`src/rtl/mux_accum_engine.sv`:
```
`default_nettype none
// ============================================================================
// Module   : mux_accum_engine
// Brief    : Row buffer streamed through a pipelined adder tree into an
//            accumulator, with start/done handshake and rounded LED view.
// Revision : 1.0
// ============================================================================
module mux_accum_engine #(
    parameter int LANES     = 8,
    parameter int WIDTH     = 8,
    parameter int DEPTH     = 32,
    parameter int ACC_W     = 32,
    parameter int OUT_SHIFT = 8,
    parameter int ROUND     = 1
) (
    input  logic                       clk,
    input  logic                       rst_n,
    input  logic                       wr_en,
    input  logic [$clog2(DEPTH)-1:0]   wr_addr,
    input  logic [LANES*WIDTH-1:0]     wr_data,
    input  logic                       start,
    input  logic [$clog2(DEPTH):0]     len,
    output logic                       busy,
    output logic                       done,
    output logic [ACC_W-1:0]           result,
    output logic [7:0]                 led
);

    localparam int c_aw        = $clog2(DEPTH);
    localparam int c_tree_lvls = $clog2(LANES);
    localparam int c_cw        = $clog2(c_tree_lvls + 2);
    localparam int c_tree_w    = WIDTH + c_tree_lvls;
    localparam logic [ACC_W-1:0] c_round =
        (ROUND != 0 && OUT_SHIFT > 0) ? (ACC_W'(1) << (OUT_SHIFT - 1)) : '0;

    localparam logic [1:0] S_IDLE  = 2'd0;
    localparam logic [1:0] S_RUN   = 2'd1;
    localparam logic [1:0] S_DRAIN = 2'd2;
    localparam logic [1:0] S_FIN   = 2'd3;

    logic [1:0]             r_state;
    logic [1:0]             w_state_nxt;
    logic [c_aw-1:0]        r_rd_ptr;
    logic [c_aw-1:0]        r_len_m1;
    logic [c_aw-1:0]        w_len_m1;
    logic [c_aw:0]          w_len_dec;
    logic [c_cw-1:0]        r_drain_cnt;
    logic [ACC_W-1:0]       r_acc;
    logic [ACC_W-1:0]       r_result;
    logic                   r_busy;
    logic                   r_done;
    logic [LANES*WIDTH-1:0] r_mem [DEPTH];
    logic [LANES*WIDTH-1:0] w_row;
    logic [c_tree_w-1:0]    w_tree;
    logic                   w_tree_vld;
    logic [ACC_W+OUT_SHIFT+7:0] w_res_ext;

    // Out-of-range lengths (0 or beyond the buffer) mean "whole buffer".
    always_comb begin
        w_len_dec = len - 1'b1;
        if (len == '0 || len > (c_aw+1)'(DEPTH))
            w_len_m1 = c_aw'(DEPTH - 1);
        else
            w_len_m1 = w_len_dec[c_aw-1:0];
    end

    always_ff @(posedge clk or negedge rst_n) begin
        if (!rst_n)
            r_state <= S_IDLE;
        else
            r_state <= w_state_nxt;
    end

    always_comb begin
        w_state_nxt = r_state;
        case (r_state)
            S_IDLE:  if (start) w_state_nxt = S_RUN;
            S_RUN:   if (r_rd_ptr == r_len_m1) w_state_nxt = S_DRAIN;
            S_DRAIN: if (r_drain_cnt == c_cw'(c_tree_lvls)) w_state_nxt = S_FIN;
            S_FIN:   w_state_nxt = S_IDLE;
            default: w_state_nxt = S_IDLE;
        endcase
    end

    // Buffer is deliberately not reset; writes are only honoured while idle.
    always_ff @(posedge clk) begin
        if (wr_en && r_state == S_IDLE)
            r_mem[wr_addr] <= wr_data;
    end

    assign w_row = r_mem[r_rd_ptr];

    always_ff @(posedge clk or negedge rst_n) begin
        if (!rst_n) begin
            r_rd_ptr    <= '0;
            r_len_m1    <= '0;
            r_drain_cnt <= '0;
            r_acc       <= '0;
            r_result    <= '0;
            r_busy      <= 1'b0;
            r_done      <= 1'b0;
        end else begin
            r_done <= 1'b0;
            if (w_tree_vld)
                r_acc <= r_acc + ACC_W'(w_tree);
            case (r_state)
                S_IDLE: begin
                    if (start) begin
                        r_busy   <= 1'b1;
                        r_acc    <= '0;
                        r_rd_ptr <= '0;
                        r_len_m1 <= w_len_m1;
                    end
                end
                S_RUN: begin
                    r_rd_ptr    <= r_rd_ptr + 1'b1;
                    r_drain_cnt <= '0;
                end
                S_DRAIN: r_drain_cnt <= r_drain_cnt + 1'b1;
                S_FIN: begin
                    r_result <= r_acc + c_round;
                    r_done   <= 1'b1;
                    r_busy   <= 1'b0;
                end
                default: ;
            endcase
        end
    end

    // Level 0 captures the selected row; level k holds LANES>>k partial sums.
    for (genvar k = 0; k <= c_tree_lvls; k++) begin : g_lvl
        localparam int c_n = LANES >> k;
        localparam int c_w = WIDTH + k;
        logic [c_n*c_w-1:0] r_data;
        logic               r_vld;

        if (k == 0) begin : g_s0
            always_ff @(posedge clk or negedge rst_n) begin
                if (!rst_n) begin
                    r_vld  <= 1'b0;
                    r_data <= '0;
                end else begin
                    r_vld <= (r_state == S_RUN);
                    if (r_state == S_RUN)
                        r_data <= w_row;
                end
            end
        end else begin : g_sum
            localparam int c_pw = WIDTH + k - 1;
            always_ff @(posedge clk or negedge rst_n) begin
                if (!rst_n) begin
                    r_vld  <= 1'b0;
                    r_data <= '0;
                end else begin
                    r_vld <= g_lvl[k-1].r_vld;
                    for (int j = 0; j < c_n; j++)
                        r_data[j*c_w +: c_w] <=
                            {1'b0, g_lvl[k-1].r_data[(2*j)*c_pw +: c_pw]} +
                            {1'b0, g_lvl[k-1].r_data[(2*j+1)*c_pw +: c_pw]};
                end
            end
        end
    end

    assign w_tree     = g_lvl[c_tree_lvls].r_data;
    assign w_tree_vld = g_lvl[c_tree_lvls].r_vld;

    // Zero-extend so the LED slice stays legal when ACC_W is narrow.
    assign w_res_ext = {{(OUT_SHIFT+8){1'b0}}, r_result};
    assign led       = w_res_ext[OUT_SHIFT +: 8];
    assign result    = r_result;
    assign busy      = r_busy;
    assign done      = r_done;

endmodule
`default_nettype wire
```
`config.mk`:
```
export PLATFORM = sky130hd
export DESIGN_NAME = mux_accum_engine
export DESIGN_NICKNAME = d
export VERILOG_FILES = /design/src/rtl/mux_accum_engine.sv
export SDC_FILE = /design/constraint.sdc
export NUM_CORES = 2
export LEC_CHECK = 0
export BUFFER_PORTS_ARGS = -buffer_cell sky130_fd_sc_hd__buf_2
export CAP_MARGIN = 10
export CORE_ASPECT_RATIO = 1.5
export CORE_MARGIN = 2
export CORE_UTILIZATION = 44
export DETAILED_ROUTE_END_ITERATION = 6
export SYNTH_ARGS = -nofsm -noshare
export SYNTH_HDL_FRONTEND = slang
export SYNTH_SLANG_ARGS = --single-unit
```
`constraint.sdc`:
```
create_clock -name clk -period 5.7 [get_ports clk]
set_input_delay 0.855 -clock clk [delete_from_list [all_inputs] [get_ports clk]]
set_output_delay 0.855 -clock clk [all_outputs]
set_load 0.005 [all_outputs]
```
After elaboration in Yosys (flattened, before gate mapping)
Memory sizes are Yosys's and may differ from the RTL's. A register that Yosys moved wholly into a read port is not among the register bits.
Cells that the tools add are included.

word-level totals
  flip-flop bits (word level) = 152
  bits in writable memories = 2048
  memories = 1
  logic and storage cells = 65
  bits of input ports = 79

memory list
  memory  depth  width  read ports  clocked after memory_dff  wr ports  RTL line  source
  r_mem   32     64     1           1                         1         52        logic [LANES*WIDTH-1:0] r_mem [DEPTH];

operators by class
  mux-type cells = 16
  reductions and logical operators = 12
  add/subtract/negate cells = 12
  $lt $le $gt $ge = 1
  equality and inequality tests = 8

operators by type and width
  kind                     number
  $mux W32                 3
  $add A8 B8 Y9            4
  $add A32 B11 Y32         1
  $add A32 B8 Y32 const B  1
  $add A9 B9 Y10           2
  $add A10 B10 Y11         1
  $mux W5                  2
  $pmux W5 S2              1
  $pmux W2 S4              1
  $gt A6 B6 Y1 const B     1
  $logic_not A6 Y1         1
  $mux W2                  3
  $ne A2 B2 Y1 const B     3
  $pmux W3 S2              1
  $reduce_and A2 Y1        3
  $reduce_bool A2 Y1       3
  $add A5 B1 Y5 const B    1
  $eq A5 B5 Y1             1
  $sub A5 B1 Y5 const B    1
  $eq A2 B2 Y1 const B     2
  $mux W1                  4
  $add A3 B1 Y3 const B    1
  $eq A3 B2 Y1 const B     1
  $reduce_and A3 Y1        1
  other kinds (6)          6

Longest topological paths before layout
  depth in word-level cells = 4
  mapped depth = 9
  gate-level depth less buffers = 9

Worst setup path before layout
OpenSTA, ideal clock, no wires.

  path kind = input-to-reg
  start point = input port wr_en
  end point = memory r_mem[12][0] (netlist bit), enable pin
  path slack = 1.117 ns
  data arrival time = 4.096 ns
  cell stages on the path = 4
  path buffers = 1
  setup time = 0.486 ns
  data required time = 5.214 ns
  path through = nand2_1 > or3_1 > clkbuf_1 > nor2_1

between the ends
  cells in the longest elaborated chain, start to end = 3

ends and longest elaborated chain
  what                           RTL line  source
  from (decl)                    18        input logic wr_en,
  $logic_and A1 B1 Y1            87        if (wr_en && r_state == S_IDLE)
  $mux W1                        87
  $mux W1 (implied by the code)  88        r_mem[wr_addr] <= wr_data;
  to (decl)                      52

Every way passes these cells.

Final worst setup path
  start point = register r_state[1]
  end point = memory r_mem[31][43] (netlist bit), enable pin

between the ends
  cells in the longest elaborated chain, start to end = 4

ends and longest elaborated chain
  what                           RTL line  source
  from (decl)                    41        logic [1:0] r_state;
  from (signal assigned)         71        r_state <= w_state_nxt;
  $logic_not A2 Y1               87
  $logic_and A1 B1 Y1            87
  $mux W1                        87
  $mux W1 (implied by the code)  88

Every way passes these cells.

==> results.md <==
* Result of the run: completed
* Endpoint required time on the critical path at 6.20 ns
* Remaining antenna violation count after routing at 0
* Max-capacitance violation count at 0
* Global Route Usage Sum at 0.214
* FF-to-FF Start: r_state[1]
* Setup repair after global routing missed its margin: false
* Clock-pin slew reported for the worst setup and hold paths after clock tree synthesis at around 0.060 ns
* Die X at about 370 microns
* First-pass GRT wire length at roughly 310000 microns
* Power density over the cells at around 470 nW/um^2
* Fraction of synthesized cell area in xor and xnor cells at 0.00942
* Number of antenna violations at the first check in global routing at 19
* Number of instances in the synthesized netlist at 4012
* Leakage at ~32 nW
* Hold Path Class: input pin to asynchronous set/reset pin
* Pint at 33.0 mW
* Initial drt markers at ~4300
* Number of global-route vias before repair at approximately 43000
* Critical Path End Type: flip-flop
* Core outline area at ~200000 sq um
* Hold-fix buffers, CTS at 0
* Layout overhead on the synthesized area at 12.9%
* Buffers inserted during post-CTS setup optimization at 0
* TritonCTS clock tree: done
* Site Rows at roughly 200
* Maximum fanout encountered on the critical timing path at 25
* Area taken by multi-input logic gates at between 20000 and 25000 sq um
* Pin count of the biggest net entering global routing at 93
* Share of final-layout standard cells stronger than drive strength 1 at 0.282
* Number of levels the H-tree was split into at 4
* Prevailing post-synth register cell: sky130_fd_sc_hd__edfxtp_1
* Switching share of power at 0.289
* Drt total wl at roughly 220000 microns
* Top-level port count at roughly 120
* Fraction of registers with async set/reset at 0.0954
* Clock latency on the worst-skew pair at 0.85 ns
* Switching power at ~13 mW
* Number of endpoints with negative hold slack in the final report at 0
* Final #Nets at approximately 4400
* Crit path arrival time at 4.41 ns
* Clock root buffer master: sky130_fd_sc_hd__clkbuf_16
* Final-layout worst hold slack at 0.0650 ns
* Share of the cycle needed by the critical path after routing at 0.685
* Critical path type: flip-flop to flip-flop
* Number of filler instances in the final layout at 15800
* Netlist Area Pre-Place at 88300 sq um
* Slack of the worst reg-to-reg path at between 1.5 and 2 ns
* Die ar. at 204000 sq um
* DPL Wire Length at between 100000 and 150000 microns
* Total via count in the routed design at between 40000 and 50000
* Number of buffers on the longest clock path at 4
* Startpoint Class: flip-flop
* Transition time at the pin with the least slew margin at about 1.2 ns
* GR Overflow Total at 0
* Number of detailed-routing iterations run before antenna repair at 5
* Max Clk Rate at 0.256 GHz
* Post_cts resized at 0
* Main combinational cell family by area after synthesis: multiplexers
* Average cell area after synthesis at 22.0 sq um
* Setup-failing EPs final at 0
* Via density per instance at a little under 6
* Placer congestion estimate at 0.781
* Share of cell area taken by muxes after synthesis at 0.173
* Leading cell type by number of instances after synthesis: sky130_fd_sc_hd__edfxtp_1
* Distinct cell type count of the synthesized netlist at 62
* Starting density of the core at 0.442
* Sequential fraction of the synthesis area at 0.758
* Cell types with the highest counts after synthesis: 2048 x sky130_fd_sc_hd__edfxtp_1, 640 x sky130_fd_sc_hd__mux4_2, 216 x sky130_fd_sc_hd__dfrtp_1
* Peak ir drop on the vdd network at 307 uV
* Compound-Gate Fraction of Synth Area at 0.0156
* Final max-slew violation count at 0
* Area of all sequential standard cells at between 60000 and 70000 sq um
* Yosys reg bits at approximately 2300
* DR WL/cell at between 30 and 40 microns
* Drc violations at 0
* Count of input and output buffers at 120
* Share of the synthesized area in the top cell type at 0.696
* Sequential Power Share at 0.428
* Die height at roughly 550 microns
* Clock buffer count from CTS at 210
* Path depth of the worst reg2reg path at 5
* Relative slew slack at 0.226
* Share of power burned in the clock network at 0.298
* Sum of negative setup slack at 0 ns
* Library cell with the largest summed area after synthesis: sky130_fd_sc_hd__edfxtp_1
* Synthesized net count at approximately 4200
* Worst flop-to-flop path endpoint: r_mem[31][43]
* Post-synth EDFFs at slightly above 2000
* Number of synthesis warnings at 0
* Relative contribution of combinational cells to total power at 0.274
* Top post-synthesis cells by area: sky130_fd_sc_hd__edfxtp_1 70%, sky130_fd_sc_hd__mux4_2 16%, sky130_fd_sc_hd__dfrtp_1 6.1%, sky130_fd_sc_hd__ha_1 1.1%, sky130_fd_sc_hd__nor2_1 0.83%
* Simple-gate share of the synthesized area at 0.0184
* Post-synthesis adder-cell area fraction at 0.0133
* Final Skew at about 0.033 ns
* Clock sink count at roughly 2300
* Clock period minus final worst setup slack at roughly 4 ns
==> worst max path at each step <==
stage | from | end | slack, ns
2_1_floorplan | wr_en | r_mem[12][0] | 1.12
3_3_place_gp | r_state[1] | r_mem[26][38] | 1.59
3_5_place_dp | r_state[1] | r_mem[31][44] | 1.87
4_1_cts | r_state[1] | r_mem[31][34] | 1.85
5_1_grt | r_state[1] | r_mem[31][43] | 1.66
6_report | r_state[1] | r_mem[31][43] | 1.79
==> power groups by stage <==
| stage | combinational (mW) | clock [mW] | sequential (mW) |
|---|---|---|---|
| 4_1_cts | 12.9 | 14.1 | 19.9 |
| 2_1_floorplan | 9.48 | 0 | 19.7 |
| 6_report | 12.7 | 13.8 | 19.9 |
| 5_1_grt | 13.8 | 14.6 | 20.0 |
| 3_5_place_dp | 12.9 | 0 | 20.3 |
| 3_3_place_gp | 12.8 | 0 | 20.2 |
==> state kept, by name, indices dropped and copies added, names as in the netlist <==
signal,flops
r_state,2
r_rd_ptr,5
done,1
r_len_m1,5
result,32
r_mem,2048
g_lvl.r_data,131
busy,1
r_drain_cnt,3
r_acc,32
g_lvl.r_vld,4
==> through the flow <==
stage / total power [mW] / area [sq um] / worst slack [ns] / utilization / std cells
global route: 48.4 / 99700 / 1.66 / 0.499 / 7070
global placement: 33.0 / 93000 / 1.59 / 0.466 / 6689
finish: 46.4 / 99700 / 1.79 / 0.499 / 7073
floorplan: 29.1 / 88300 / 1.12 / - / 4012
CTS: 46.9 / 99700 / 1.85 / 0.499 / 7068
detailed placement: 33.1 / 93000 / 1.87 / 0.466 / 6690
==> worst max-delay path: stages (launching register included) <==
cell and delay [ns]:
sky130_fd_sc_hd__dfrtp_1 0.42, sky130_fd_sc_hd__inv_1 0.15, sky130_fd_sc_hd__ha_1 0.44, sky130_fd_sc_hd__nand4_1 0.91, sky130_fd_sc_hd__nor2_4 1.24, sky130_fd_sc_hd__buf_12 0.34
==> metal layers <==
layer | vias up | track usage | part of all wire
met4 | 20 | 0.0596 | 0.027
met3 | 336 | 0.0319 | 0.061
met5 | - | 0 | 0.00051
li1 | 17100 | - | -
met2 | 1414 | 0.375 | 0.52
met1 | 22400 | 0.279 | 0.39
==> layout make-up <==
class,instances,share of cell area
flip-flops and latches,2264,0.671
multi-input cells,1496,0.206
clock buffers,267,0.0562
well taps,2639,0.0331
repair buffers,238,0.0210
clock inverters,111,0.0107
inverters,53,0.00200
diodes,5,0.000125
==> cell families after synthesis <==
logic type                 after synthesis
AOI/OAI and AO/OA                      231
xor gates and xnor gates                95
adders and majority gates               89
buffers and inverters                  252
DFF                                   2264
muxes                                  722
and+or+nand+nor                        359
==> cells in the final DEF (no fill, tap or decap), types with 22 or more instances in the layout <==
cell type / n
sky130_fd_sc_hd__edfxtp_1: 2048
sky130_fd_sc_hd__mux4_2: 640
sky130_fd_sc_hd__clkbuf_16: 213
sky130_fd_sc_hd__dfrtp_1: 211
sky130_fd_sc_hd__nor2_1: 164
sky130_fd_sc_hd__a21oi_1: 128
sky130_fd_sc_hd__buf_2: 119
sky130_fd_sc_hd__ha_1: 79
sky130_fd_sc_hd__xnor2_1: 73
sky130_fd_sc_hd__mux2i_1: 73
sky130_fd_sc_hd__buf_4: 70
sky130_fd_sc_hd__inv_1: 52
sky130_fd_sc_hd__clkinv_2: 52
sky130_fd_sc_hd__buf_12: 48
sky130_fd_sc_hd__clkbuf_1: 47
sky130_fd_sc_hd__nand2_1: 43
sky130_fd_sc_hd__o21ai_0: 34
sky130_fd_sc_hd__nor2_4: 32
sky130_fd_sc_hd__nand3_1: 27
sky130_fd_sc_hd__clkinv_1: 25
sky130_fd_sc_hd__xor2_1: 22
Note: power is estimated with default switching activity, not from simulation.
